$ cat src/rtl/m3_commutation_sequencer.sv
// m3_commutation_sequencer: six-step bridge commutation with dead time, period ramp, trim, reversal and force-stop
// Ports: clk50mhz/nReset clock and async active-low reset; m3start run request level;
//   m3forceStop immediate stop; m3invRotate requested direction; m3freqINC/m3freqDEC trim edges;
//   aHP..cLN registered switch enables; step_idx/running/dir/cur_period sequencer status.
module m3_commutation_sequencer #(
   parameter int DEAD_CYC  = 50,
   parameter int PER_W     = 24,
   parameter int PER_MAX   = 500000,
   parameter int PER_MIN   = 5000,
   parameter int PER_INIT  = 50000,
   parameter int FREQ_STEP = 1000,
   parameter int RAMP_STEP = 2000
) (
   input  logic             clk50mhz,
   input  logic             nReset,
   input  logic             m3start,
   input  logic             m3forceStop,
   input  logic             m3invRotate,
   input  logic             m3freqINC,
   input  logic             m3freqDEC,
   output logic             aHP,
   output logic             aLN,
   output logic             bHP,
   output logic             bLN,
   output logic             cHP,
   output logic             cLN,
   output logic [2:0]       step_idx,
   output logic             running,
   output logic             dir,
   output logic [PER_W-1:0] cur_period
);
   localparam logic [PER_W-1:0] P_MAX  = PER_W'(PER_MAX);
   localparam logic [PER_W-1:0] P_MIN  = PER_W'(PER_MIN);
   localparam logic [PER_W-1:0] P_INIT = PER_W'(PER_INIT);
   localparam logic [PER_W-1:0] F_STEP = PER_W'(FREQ_STEP);
   localparam logic [PER_W-1:0] R_STEP = PER_W'(RAMP_STEP);
   localparam logic [PER_W-1:0] D_LOAD = PER_W'(DEAD_CYC - 1);
   localparam logic [PER_W-1:0] ONE    = PER_W'(1);

   typedef enum logic [1:0] {IDLE, DEAD, DRIVE} state_t;

   state_t           state, nextState;
   logic [PER_W-1:0] cnt, nextCnt, target, nextTarget, nextPeriod, effTarget, ramped;
   logic [2:0]       nextStep, stepFwd, stepRev;
   logic             nextDir, incQ, decQ, incRise, decRise, reversing, flip;
   logic [5:0]       legs, nextLegs;

   assign {aHP, aLN, bHP, bLN, cHP, cLN} = legs;
   assign running = state != IDLE;

   always_comb begin
      incRise = m3freqINC & ~incQ;
      decRise = m3freqDEC & ~decQ;
      nextTarget = (incRise & ~decRise) ? ((target < P_MIN + F_STEP) ? P_MIN : target - F_STEP)
                 : (decRise & ~incRise) ? ((target > P_MAX - F_STEP) ? P_MAX : target + F_STEP)
                 : target;
      // a pending reversal pulls the ramp to PER_MAX; once there the direction flips
      reversing = m3invRotate != dir;
      flip = reversing && cur_period == P_MAX;
      effTarget = (reversing && !flip) ? P_MAX : target;
      ramped = (effTarget > cur_period)
             ? ((effTarget - cur_period > R_STEP) ? cur_period + R_STEP : effTarget)
             : ((cur_period - effTarget > R_STEP) ? cur_period - R_STEP : effTarget);
      stepFwd = (step_idx == 3'd5) ? 3'd0 : step_idx + 3'd1;
      stepRev = (step_idx == 3'd0) ? 3'd5 : step_idx - 3'd1;
      nextState = state;
      nextCnt = (state == IDLE) ? cnt : cnt - ONE;
      nextStep = step_idx;
      nextDir = dir;
      nextPeriod = cur_period;
      case (state)
         IDLE: if (m3start) begin
            nextState = DEAD;
            nextCnt = D_LOAD;
            nextStep = 3'd0;
            nextDir = m3invRotate;
         end
         DEAD: if (cnt == '0) begin
            nextState = DRIVE;
            nextCnt = cur_period - ONE;
         end
         DRIVE: if (cnt == '0) begin
            nextDir = dir ^ flip;
            nextStep = (dir ^ flip) ? stepRev : stepFwd;
            nextState = m3start ? DEAD : IDLE;
            nextCnt = D_LOAD;
            nextPeriod = m3start ? ramped : P_MAX;
         end
         default: nextState = IDLE;
      endcase
      if (m3forceStop) begin
         nextState = IDLE;
         nextPeriod = P_MAX;
         nextStep = 3'd0;
      end
      // outputs are registered from the upcoming state so they are high exactly during DRIVE
      case (nextStep)
         3'd0: nextLegs = 6'b100100;
         3'd1: nextLegs = 6'b100001;
         3'd2: nextLegs = 6'b001001;
         3'd3: nextLegs = 6'b011000;
         3'd4: nextLegs = 6'b010010;
         3'd5: nextLegs = 6'b000110;
         default: nextLegs = 6'b000000;
      endcase
      if (nextState != DRIVE) nextLegs = 6'b000000;
   end

   always_ff @(posedge clk50mhz or negedge nReset) begin
      if (!nReset) begin
         state <= IDLE;
         cnt <= '0;
         target <= P_INIT;
         cur_period <= P_MAX;
         step_idx <= 3'd0;
         dir <= 1'b0;
         incQ <= 1'b0;
         decQ <= 1'b0;
         legs <= 6'b000000;
      end else begin
         state <= nextState;
         cnt <= nextCnt;
         target <= nextTarget;
         cur_period <= nextPeriod;
         step_idx <= nextStep;
         dir <= nextDir;
         incQ <= m3freqINC;
         decQ <= m3freqDEC;
         legs <= nextLegs;
      end
   end
endmodule

$ cat config.mk
export PLATFORM = sky130hd
export DESIGN_NAME = m3_commutation_sequencer
export DESIGN_NICKNAME = d
export VERILOG_FILES = /design/src/rtl/m3_commutation_sequencer.sv
export SDC_FILE = /design/constraint.sdc
export NUM_CORES = 1
export LEC_CHECK = 0
export CAP_MARGIN = 30
export CORE_MARGIN = 4
export CORE_UTILIZATION = 50
export DETAILED_ROUTE_END_ITERATION = 8
export GPL_TIMING_DRIVEN = 0
export PLACE_DENSITY = 0.77
export SYNTH_ARGS = -nofsm -noshare
export SYNTH_HDL_FRONTEND = slang
export SYNTH_SLANG_ARGS = --single-unit
$ cat constraint.sdc
create_clock -name clk50mhz -period 5.1 [get_ports clk50mhz]
set_input_delay 1.53 -clock clk50mhz [delete_from_list [all_inputs] [get_ports clk50mhz]]
set_output_delay 1.53 -clock clk50mhz [all_outputs]
set_load 0.02 [all_outputs]
==> flow_metrics.env, run 1 <==
export IMPL_regToRegEndpoint="cur_period[4]$_DFFE_PN0P_"
export IMPL_first_iter_violations=1435
export IMPL_antenna_found_initial=0
export IMPL_reg2reg_from="cur_period[13]$_DFFE_PN1P_"
export IMPL_critPathMostFrequentCell="buf_12"
export IMPL_min_period_ns=5.44
export IMPL_critical_path_max_stage_delay_ns=0.42
export IMPL_fillerInstances=1717
export IMPL_die_h_um=147
export IMPL_yosysTopAreaCellShare=0.175
export IMPL_wire_per_inst_um=21.9
export IMPL_core_area_um2=18900
export IMPL_relSlewSlack=0.470
export IMPL_postSynthCellCount=1363
export IMPL_cp_required_ns=5.30
export IMPL_clk_pin_slew_ns=0.07
export IMPL_leakage_nw=5.00
export IMPL_dr_pass1_iters=8
export IMPL_path_max_fanout=10
export IMPL_hold_start="cnt[0]$_DFF_PN0_"
export IMPL_drc_errors=0
export IMPL_grt_pass1_vias=10500
export IMPL_fp_dieW_um=147
export IMPL_rows=50
export IMPL_syn_area_per_cell_um2=7.12
export IMPL_hold_viol_final=0
export IMPL_ys_ff_latch=81
export IMPL_synth_edff_count=0
export IMPL_start_util=0.514
export IMPL_grt_pass1_wl_um=58300
export IMPL_dp_hpwl_um=27900
export IMPL_finalCritPeriodShare=1.07
export IMPL_routed_wl_um=37800
export IMPL_min_path_type="flop to flop"
export IMPL_final_layout_size_suffix_gt1_frac=0.172
export IMPL_yosysMostFrequentCell="nand2_1"
export IMPL_yosysSeqAreaShare=0.211
export IMPL_num_vias=11400
export IMPL_worst_pin_slew_ns=0.775
export IMPL_area_delta_synth_final_pct=23.5
export IMPL_finalMaxSlewViolations=0
export IMPL_fin_skew_ns=0.00969
export IMPL_via_per_inst=6.60
export IMPL_finalSetupViolCount=22
export IMPL_die_area_um2=21700
export IMPL_place_port_buffers=41
export IMPL_failed_checks="setup timing"
export IMPL_cts_buffers=9
export IMPL_synth_ff_type="dfrtp_1"
export IMPL_timing_fmax_mhz=184
export IMPL_clk_latency_ns=0.35
export IMPL_hold_buffers=0
export IMPL_finalWorstSetupSlack_ns=-0.336
export IMPL_globalRouteTotalUtil=0.334
export IMPL_async_flop_share=1.00
export IMPL_syn_cell_area_um2=9700
export IMPL_rsz0062_at_grt="true"
export IMPL_crit_chain="buf_12 -> xor2_4 -> o21ai_4 -> buf_12 -> nand2_8 -> ha_4 -> buf_6 -> and2_0 -> a221o_1 -> o211ai_1 -> nand2_1 -> a21oi_2 -> mux2_2 -> a2111oi_4 -> nand4_4 -> buf_12 -> a21boi_4 -> mux2i_1 -> o22ai_1"
export IMPL_gp_congestion=1.01
export IMPL_clock_sinks=81
export IMPL_cap_violations=0
export IMPL_power_per_cell_area_nw_per_um2=366
export IMPL_cts_root_buf="clkbuf_16"
export IMPL_ant_nets=0
export IMPL_reg2reg_slack_ns=-0.33
export IMPL_synth_top_cells_by_area="dfrtp_1 18%, ha_1 6.4%, a21oi_1 6.1%"
export IMPL_yosys_warnings=0
export IMPL_yosysTopAreaCell="dfrtp_1"
export IMPL_ys_types=93
export IMPL_io_pins=42
export IMPL_crit_arrival_ns=5.64
export IMPL_hold_end="cnt[0]$_DFF_PN0_"
export IMPL_placed_area_um2=10600
export IMPL_cts_tree="built"
export IMPL_path_class="input port to flop"
export IMPL_cts_max_level=3
export IMPL_min_path_cells=1
export IMPL_final_cell_area_um2=12000
export IMPL_grt_start_max_net_pins=57
export IMPL_worstSetupEndpointType="flop"
export IMPL_synth_common_cells="154 x nand2_1, 132 x nor2_1, 119 x a21oi_1, 104 x o21ai_0, 73 x clkbuf_1"
export IMPL_outcome="finished, violations left"
export IMPL_fin_nets=1521
export IMPL_grt_overflow=0
export IMPL_n_antenna_cell=0
export IMPL_cts_path_max_buffers=2
export IMPL_power_total_mw=4.39
export IMPL_ir_worst_vdd_mv=0.268
export IMPL_cp_slowest_cell="a2111oi_4"
export IMPL_critPathLaunchType="input port"
export IMPL_timing_reg2reg_worst_path_depth=21
## cell type report
type,instances,area [um^2],area share
clock inverter,4,51.3,0.00428
clock buffer,12,246,0.0206
timing repair buffer,98,891,0.0743
multi-input combinational,1123,7720,0.644
buffer,80,432,0.0360
inverter,71,272,0.0227
tap,260,325,0.0271
sequential,81,2050,0.171
## sequential cells by signal, indices dropped and copies added, names as in the netlist
name / flops
cur_period: 22
incQ: 1
dir: 1
state: 2
step_idx: 3
decQ: 1
cnt: 24
target: 21
legs: 6
## cells by family (layout without fill, tap and decap cells)
kind of cell | Yosys count | after routing | synth area share
multiplexers | 18 | 18 | 0.0191
AO/OA/AOI/OAI | 415 | 415 | 0.278
buffers and inverters | 161 | 265 | 0.0663
XOR/XNOR | 85 | 85 | 0.0767
other | 2 | 4 | 0.000774
AND/OR/NAND/NOR | 551 | 551 | 0.284
adder cells (fa/ha/maj) | 50 | 50 | 0.0645
flip-flops | 81 | 81 | 0.211
## per-stage QoR
step,util,std cells,worst slack [ns],TNS [ns],hold WS (ns)
final,0.634,1729,-0.336,-4.58,0.506
after detailed placement,0.561,1669,-2.16,-45.23,0.487
after floorplan,-,1365,0.000670,0,0.440
after CTS,0.606,1706,-0.364,-5.99,0.501
after global placement,0.559,1666,-2.18,-82.72,0.462
after global routing,0.634,1729,-0.373,-5.88,0.532
## timing repair
action | in CTS | in global routing
setup endpoints to repair | 22 | 22
cloned | 1 | 0
buffers inserted | 25 | 28
resized for setup | 95 | 107
pin swaps | 26 | 34
endpoints found under the hold margin | 0 | 0
## placed cells by master, fill, tap and decap left out, types with 18 or more instances in the layout
cell type,n
nand3_1,44
clkdlybuf4s50_1,39
xnor2_1,64
xor2_1,19
a21oi_1,106
nor2_1,122
inv_1,60
nand2_1,144
o21ai_0,94
or3_1,18
dfrtp_1,66
nor4_1,24
nor2b_1,19
buf_4,58
clkbuf_1,48
nand4_1,23
ha_1,34
nor3_1,43
## how the worst max path moves through the flow
stage / to / slack, ns / startpoint
after floorplan: cur_period[8]$_DFFE_PN1P_ / 0.0007 / m3invRotate
after global placement: cur_period[4]$_DFFE_PN0P_ / -2.18 / m3invRotate
after detailed placement: cur_period[4]$_DFFE_PN0P_ / -2.16 / m3invRotate
after CTS: cur_period[4]$_DFFE_PN0P_ / -0.36 / m3invRotate
after global routing: cur_period[4]$_DFFE_PN0P_ / -0.37 / cur_period[18]$_DFFE_PN1P_
final: cur_period[4]$_DFFE_PN0P_ / -0.34 / m3invRotate
## power by group
part	internal, mW	total [mW]	switching, mW
logic	1.08	2.89	1.81
registers	0.728	0.821	0.0925
clock network	0.395	0.675	0.280
total	2.20	4.39	2.19
## worst max-delay path: cells and delay by family
kind / cells / cell delay [ns]
AOI/OAI and AO/OA: 7 / 1.83
xor gates and xnor gates: 1 / 0.17
adders and majority gates: 1 / 0.30
buffers and inverters: 4 / 0.64
muxes: 2 / 0.63
and+or+nand+nor: 4 / 0.51
## routing by layer
layer / wire, um / share of wire / up-vias / global-route usage
li1: - / - / 5131 / -
met1: 15500 / 0.41 / 5356 / 0.459
met2: 16900 / 0.45 / 755 / 0.530
met3: 3880 / 0.10 / 169 / 0.0506
met4: 1540 / 0.041 / 0 / 0.127
met5: 0 / 0 / - / 0
(Power assumes the default switching activity.)
==> run 2: changes to the inputs <==
--- a/config.mk
+++ b/config.mk
@@ -6,11 +6,15 @@
 export NUM_CORES = 1
 export LEC_CHECK = 0
 export CAP_MARGIN = 30
+export CELL_PAD_IN_SITES_DETAIL_PLACEMENT = 1
+export CELL_PAD_IN_SITES_GLOBAL_PLACEMENT = 1
+export CORE_ASPECT_RATIO = 1.4
 export CORE_MARGIN = 4
-export CORE_UTILIZATION = 50
+export CORE_UTILIZATION = 42
 export DETAILED_ROUTE_END_ITERATION = 8
 export GPL_TIMING_DRIVEN = 0
-export PLACE_DENSITY = 0.77
+export PLACE_DENSITY = 0.86
+export RECOVER_POWER = 100
 export SYNTH_ARGS = -nofsm -noshare
 export SYNTH_HDL_FRONTEND = slang
 export SYNTH_SLANG_ARGS = --single-unit
==> run 2 against run 1 <==
Against the previous run:
- the flow finishes with violations (capacitance limit, slew limit, setup timing)
- hold slack got worse by 0.030 ns
- design area rose by 3.2%
- maximum frequency fell by 5.6%
- via count rose by 9.8%
- register-to-register slack got worse by 0.33 ns
- worst setup slack got worse by 0.32 ns
- wire length rose by 34%
- sequential share of layout area fell by 0.51 points
- global-route usage rose by 0.93 points
- die area rose by 18%
- largest power group unchanged
- highest routed layer is now met5
==> flow_metrics.env, run 2 (synthesis gave the netlist of run 1 again) <==
export IMPL_final_common_cell="nand2_1"
export IMPL_cts_tree="built"
export IMPL_core_area_um2=22600
export IMPL_hold_buffers=0
export IMPL_largest_register_ff_count=24
export IMPL_timing_fmax_mhz=174
export IMPL_fp_dieW_um=136
export IMPL_area_delta_synth_final_pct=27.4
export IMPL_final_layout_size_suffix_gt1_frac=0.197
export IMPL_fin_nets=1538
export IMPL_die_area_um2=25600
export IMPL_ir_worst_vdd_mv=0.242
export IMPL_place_port_buffers=41
export IMPL_outcome="finished, violations left"
export IMPL_fillerInstances=2825
export IMPL_place_ws_ns=-2.15
export IMPL_rsz0062_at_grt="true"
export IMPL_fin_skew_ns=0.0121
export IMPL_antenna_found_initial=1
export IMPL_via_per_inst=7.01
export IMPL_finalCritPeriodShare=1.13
export IMPL_cts_buffers=9
export IMPL_die_h_um=188
export IMPL_dp_hpwl_um=32300
export IMPL_clk_pin_slew_ns=0.08
export IMPL_relSlewSlack=-0.249
export IMPL_layout_common_cells="143 x nand2_1, 120 x nor2_1, 102 x a21oi_1"
export IMPL_place_inst=1710
export IMPL_cts_max_level=3
export IMPL_grt_overflow=0
export IMPL_finalMaxSlewViolations=33
export IMPL_path_class="flop to flop"
export IMPL_critPathLaunchType="flop"
export IMPL_largest_register="cnt"
export IMPL_routed_wl_um=50800
export IMPL_worstSetupEndpointType="flop"
export IMPL_clock_sinks=81
export IMPL_crit_arrival_ns=6.07
export IMPL_cp_required_ns=5.41
export IMPL_finalSetupViolCount=22
export IMPL_cts_path_max_buffers=2
export IMPL_wire_per_inst_um=28.4
export IMPL_dr_pass1_iters=6
export IMPL_start_util=0.429
export IMPL_hold_viol_final=0
export IMPL_power_total_mw=4.65
export IMPL_worst_pin_slew_ns=1.87
export IMPL_failed_checks="capacitance limit, slew limit, setup timing"
export IMPL_clk_latency_ns=0.38
export IMPL_cts_root_buf="clkbuf_16"
export IMPL_min_path_type="flop to flop"
export IMPL_post_layout_nonfiller_instances=1787
export IMPL_grt_pass1_wl_um=69300
export IMPL_rows=65
export IMPL_io_pins=42
export IMPL_grt_start_max_net_pins=51
export IMPL_num_vias=12500
export IMPL_min_period_ns=5.76
export IMPL_drc_errors=0
export IMPL_placed_area_um2=10700
export IMPL_fin_hold_ws_ns=0.476
export IMPL_gp_congestion=0.991
export IMPL_path_max_fanout=10
export IMPL_top_regs="cnt x24, cur_period x22, target x21"
export IMPL_n_antenna_cell=0
export IMPL_first_iter_violations=1499
export IMPL_globalRouteTotalUtil=0.343
export IMPL_final_cell_area_um2=12400
export IMPL_cap_violations=1
export IMPL_leakage_nw=5.18
export IMPL_finalWorstSetupSlack_ns=-0.660
export IMPL_grt_pass1_vias=12400
export IMPL_power_per_cell_area_nw_per_um2=376
export IMPL_ant_nets=0
-- run 2: cell types whose count changed in the layout (fill, tap and decap cells not counted), moves of 4 or more --
cell	delta
clkdlybuf4s50_1	-15
clkbuf_4	+4
dlygate4sd3_1	+15
buf_6	+4
nand2_2	+4
a21oi_1	-4
buf_4	+6
-- run 2: final cells by class --
class                   count  area, um^2  area share
multi-input cells        1124        7870       0.637
flip-flops and latches     81        2050       0.166
repair buffers            114        1050      0.0848
plain buffers              80         440      0.0356
well taps                 301         377      0.0305
inverters                  71         274      0.0222
clock buffers               9         225      0.0182
clock inverters             7        81.3     0.00658
-- run 2: metal layers --
metal  vias to the layer above  track usage  part of all wire
met5                         -            0            0.0018
met3                       425       0.0574             0.094
met1                      5995        0.378              0.34
met4                         4        0.251              0.10
met2                       936        0.583              0.47
li1                       5168            -                 -
-- run 2: where the power goes --
part,switching (mW),internal (mW),total [mW]
logic,2.01,1.10,3.11
clock network,0.367,0.352,0.719
registers,0.0931,0.728,0.821
total,2.47,2.18,4.65
-- run 2: path summary, 6_finish.rpt --
| kind | start | end | slack [ns] | cells past startpoint |
|---|---|---|---|---|
| min reg2reg | cnt[0]$_DFF_PN0_ | cnt[0]$_DFF_PN0_ | 0.48 | 1 |
| max | cur_period[15]$_DFFE_PN1P_ | cur_period[15]$_DFFE_PN1P_ | -0.66 | 19 |
| min | cnt[0]$_DFF_PN0_ | cnt[0]$_DFF_PN0_ | 0.48 | 1 |
| min in group asynchronous | nReset | cnt[5]$_DFF_PN0_ | 1.64 | 1 |
| max reg2reg | cur_period[15]$_DFFE_PN1P_ | cur_period[15]$_DFFE_PN1P_ | -0.66 | 19 |
| max in group asynchronous | nReset | target[5]$_DFFE_PN0P_ | 1.18 | 2 |
-- run 2: what timing repair did --
item / CTS / global route
buffers inserted: 37 / 30
pin swaps: 32 / 38
gates cloned: 2 / 2
endpoints found under the setup margin: 22 / 22
gates resized for setup: 128 / 110
-- run 2: metrics by stage --
stage	util	TNS, ns
3_5_place_dp	0.471	-44.65
5_1_grt	0.547	-13.84
6_report	0.547	-11.46
4_1_cts	0.519	-5.34
2_1_floorplan	-	0
3_3_place_gp	0.469	-89.14
-- run 2: worst max-delay path: stages, from the launching register on --
cell and delay [ns]:
dfstp_2 0.58, buf_6 0.12, nor4bb_4 0.40, nand3_4 0.17, o21ai_4 0.39, buf_4 0.22
nand2b_4 0.07, ha_2 0.45, clkbuf_2 0.32, nand2_1 0.18, nor2_2 0.35, nand2_1 0.28
nor2_1 0.43, nand2_1 0.22, and3_4 0.33, a31o_4 0.31, buf_8 0.17, o21ai_0 0.35
o21ai_0 0.20, o21ai_1 0.12
==> run 3: changes to the inputs <==
--- a/config.mk
+++ b/config.mk
@@ -13,7 +13,7 @@
 export CORE_UTILIZATION = 42
 export DETAILED_ROUTE_END_ITERATION = 8
 export GPL_TIMING_DRIVEN = 0
-export PLACE_DENSITY = 0.86
+export PLACE_DENSITY = 0.87
 export RECOVER_POWER = 100
 export SYNTH_ARGS = -nofsm -noshare
 export SYNTH_HDL_FRONTEND = slang
==> run 3 against run 2 <==
Against the previous run:
- the run still ends with capacitance limit, slew limit, setup timing left
- non-clock buffer count decreased by 15
- register-to-register slack improved by 0.30 ns
- sequential cell count unchanged
- largest cell class unchanged
- worst setup slack improved by 0.30 ns
- die area unchanged
- wire length decreased by 10%
- utilization decreased by 1.3 points
- combinational power decreased by 5%
- total power decreased by 3.8%
- global-route usage about the same
- clock power about the same
- sequential power decreased by 0.9%
==> flow_metrics.env, run 3 (synthesis gave the netlist of run 1 again) <==
export IMPL_fillerInstances=2908
export IMPL_final_cell_area_um2=12100
export IMPL_rows=65
export IMPL_met2_length_um=21900
export IMPL_clk_pin_slew_ns=0.08
export IMPL_path_class="flop to flop"
export IMPL_num_vias=11900
export IMPL_cts_tree="built"
export IMPL_placed_area_um2=10700
export IMPL_cp_top_family="compound AO/OA/AOI/OAI gates"
export IMPL_final_common_cell="nand2_1"
export IMPL_min_period_ns=5.46
export IMPL_cap_violations=1
export IMPL_start_util=0.429
export IMPL_layout_common_cells="143 x nand2_1, 122 x nor2_1, 100 x a21oi_1"
export IMPL_min_path_type="flop to flop"
export IMPL_fin_skew_ns=0.0122
export IMPL_fp_dieW_um=136
export IMPL_reg2reg_slack_ns=-0.36
export IMPL_critPathLaunch="cur_period[13]$_DFFE_PN1P_"
export IMPL_grt_pass1_vias=12300
export IMPL_crit_chain="buf_4 -> nor4b_4 -> nand2_4 -> o21ai_4 -> buf_12 -> buf_8 -> nand2_2 -> inv_2 -> ha_2 -> buf_4 -> o21ai_1 -> a21oi_1 -> o31ai_2 -> nand2_1 -> or3_1 -> a222oi_1 -> o2111a_1 -> nand4_4 -> buf_12 -> nand2_8 -> mux2_4 -> a21oi_4"
export IMPL_crit_arrival_ns=5.76
export IMPL_place_port_buffers=41
export IMPL_hold_end="cnt[0]$_DFF_PN0_"
export IMPL_met1Wirelength_um=16200
export IMPL_power_per_cell_area_nw_per_um2=370
export IMPL_grt_start_max_net_pins=44
export IMPL_critical_path_max_stage_delay_ns=0.61
export IMPL_reg2reg_from="cur_period[13]$_DFFE_PN1P_"
export IMPL_die_area_um2=25600
export IMPL_wire_per_inst_um=25.7
export IMPL_top_layer="met4"
export IMPL_clock_sinks=81
export IMPL_finalCritPeriodShare=1.07
export IMPL_cts_path_max_buffers=2
export IMPL_worstSetupEndpointType="flop"
export IMPL_via_per_inst=6.71
export IMPL_largest_register="cnt"
export IMPL_final_layout_size_suffix_gt1_frac=0.180
export IMPL_core_area_um2=22600
export IMPL_area_delta_synth_final_pct=24.5
export IMPL_rsz0062_at_grt="true"
export IMPL_grt_pass1_wl_um=69000
export IMPL_ir_worst_vdd_mv=0.270
export IMPL_globalRouteTotalUtil=0.342
export IMPL_ant_nets=0
export IMPL_grt_overflow=0
export IMPL_timing_fmax_mhz=183
export IMPL_critPathLaunchType="flop"
export IMPL_cp_slowest_cell="dfstp_2"
export IMPL_finalWorstSetupSlack_ns=-0.357
export IMPL_hold_start="cnt[0]$_DFF_PN0_"
export IMPL_antenna_found_initial=0
export IMPL_largest_register_ff_count=24
export IMPL_io_pins=42
export IMPL_cp_required_ns=5.40
export IMPL_failed_checks="capacitance limit, slew limit, setup timing"
export IMPL_leakage_nw=5.07
export IMPL_dp_hpwl_um=32300
export IMPL_finalMaxSlewViolations=40
export IMPL_worst_pin_slew_ns=2.51
export IMPL_path_buf_inv=6
export IMPL_hold_viol_final=0
export IMPL_finalSetupViolCount=22
export IMPL_n_antenna_cell=0
export IMPL_outcome="finished, violations left"
export IMPL_timing_reg2reg_worst_path_depth=22
export IMPL_relSlewSlack=-0.672
export IMPL_cts_root_buf="clkbuf_16"
export IMPL_fin_hold_ws_ns=0.527
export IMPL_min_path_cells=1
export IMPL_gp_congestion=0.963
export IMPL_path_max_fanout=10
export IMPL_dr_pass1_iters=6
export IMPL_first_iter_violations=1202
export IMPL_top_regs="cnt x24, cur_period x22, target x21"
export IMPL_routed_wl_um=45600
export IMPL_cts_buffers=9
export IMPL_fin_nets=1522
export IMPL_regToRegEndpoint="cur_period[8]$_DFFE_PN1P_"
export IMPL_drc_errors=0
export IMPL_die_h_um=188
export IMPL_route_met3_wl_um=3140
export IMPL_clk_latency_ns=0.38
export IMPL_cts_max_level=3
export IMPL_hold_buffers=0
## run 3: report_power, final
part | switching, mW | internal, mW
Sequential | 0.0864 | 0.728
Clock | 0.367 | 0.350
Combinational | 1.88 | 1.06
## run 3: routing by layer
| layer | up-vias | GRT usage |
|---|---|---|
| met5 | - | 0 |
| met4 | 0 | 0.250 |
| met3 | 294 | 0.0582 |
| met2 | 712 | 0.579 |
| met1 | 5749 | 0.379 |
| li1 | 5130 | - |
## run 3: stage by stage
stage                     setup slack (ns)  power (mW)  TNS [ns]   util  instances
after floorplan                   0.000670        2.45         0      -       1365
after global placement               -2.10        3.09    -89.47  0.469       1707
after detailed placement             -2.11        3.16    -44.57  0.471       1710
after CTS                           -0.389        4.13     -6.47  0.517       1760
after global routing                -0.445        4.68     -8.78  0.534       1771
final                               -0.357        4.47     -6.36  0.534       1771
## run 3: final cells by class
cell class	instances	area, um^2	area share
plain buffers	80	434	0.0359
well taps	301	377	0.0312
flip-flops and latches	81	2040	0.169
multi-input cells	1123	7740	0.641
clock inverters	7	76.3	0.00632
inverters	71	272	0.0225
clock buffers	9	225	0.0186
repair buffers	99	908	0.0752
## run 3: how the worst max path moves through the flow
stage / endpoint / slack [ns] / cells after the start
after floorplan: cur_period[8]$_DFFE_PN1P_ / 0.0007 / 18
after global placement: cur_period[4]$_DFFE_PN0P_ / -2.10 / 18
after detailed placement: cur_period[4]$_DFFE_PN0P_ / -2.11 / 18
after CTS: cur_period[4]$_DFFE_PN0P_ / -0.39 / 20
after global routing: cur_period[8]$_DFFE_PN1P_ / -0.44 / 20
final: cur_period[8]$_DFFE_PN1P_ / -0.36 / 22
## run 3: repair_timing
item / 4_1_cts / 5_1_grt
buffers inserted: 39 / 15
endpoints found under the hold margin: 0 / 0
cloned: 2 / 0
setup endpoints to repair: 22 / 22
pin swaps: 29 / 30
resized for setup: 122 / 101
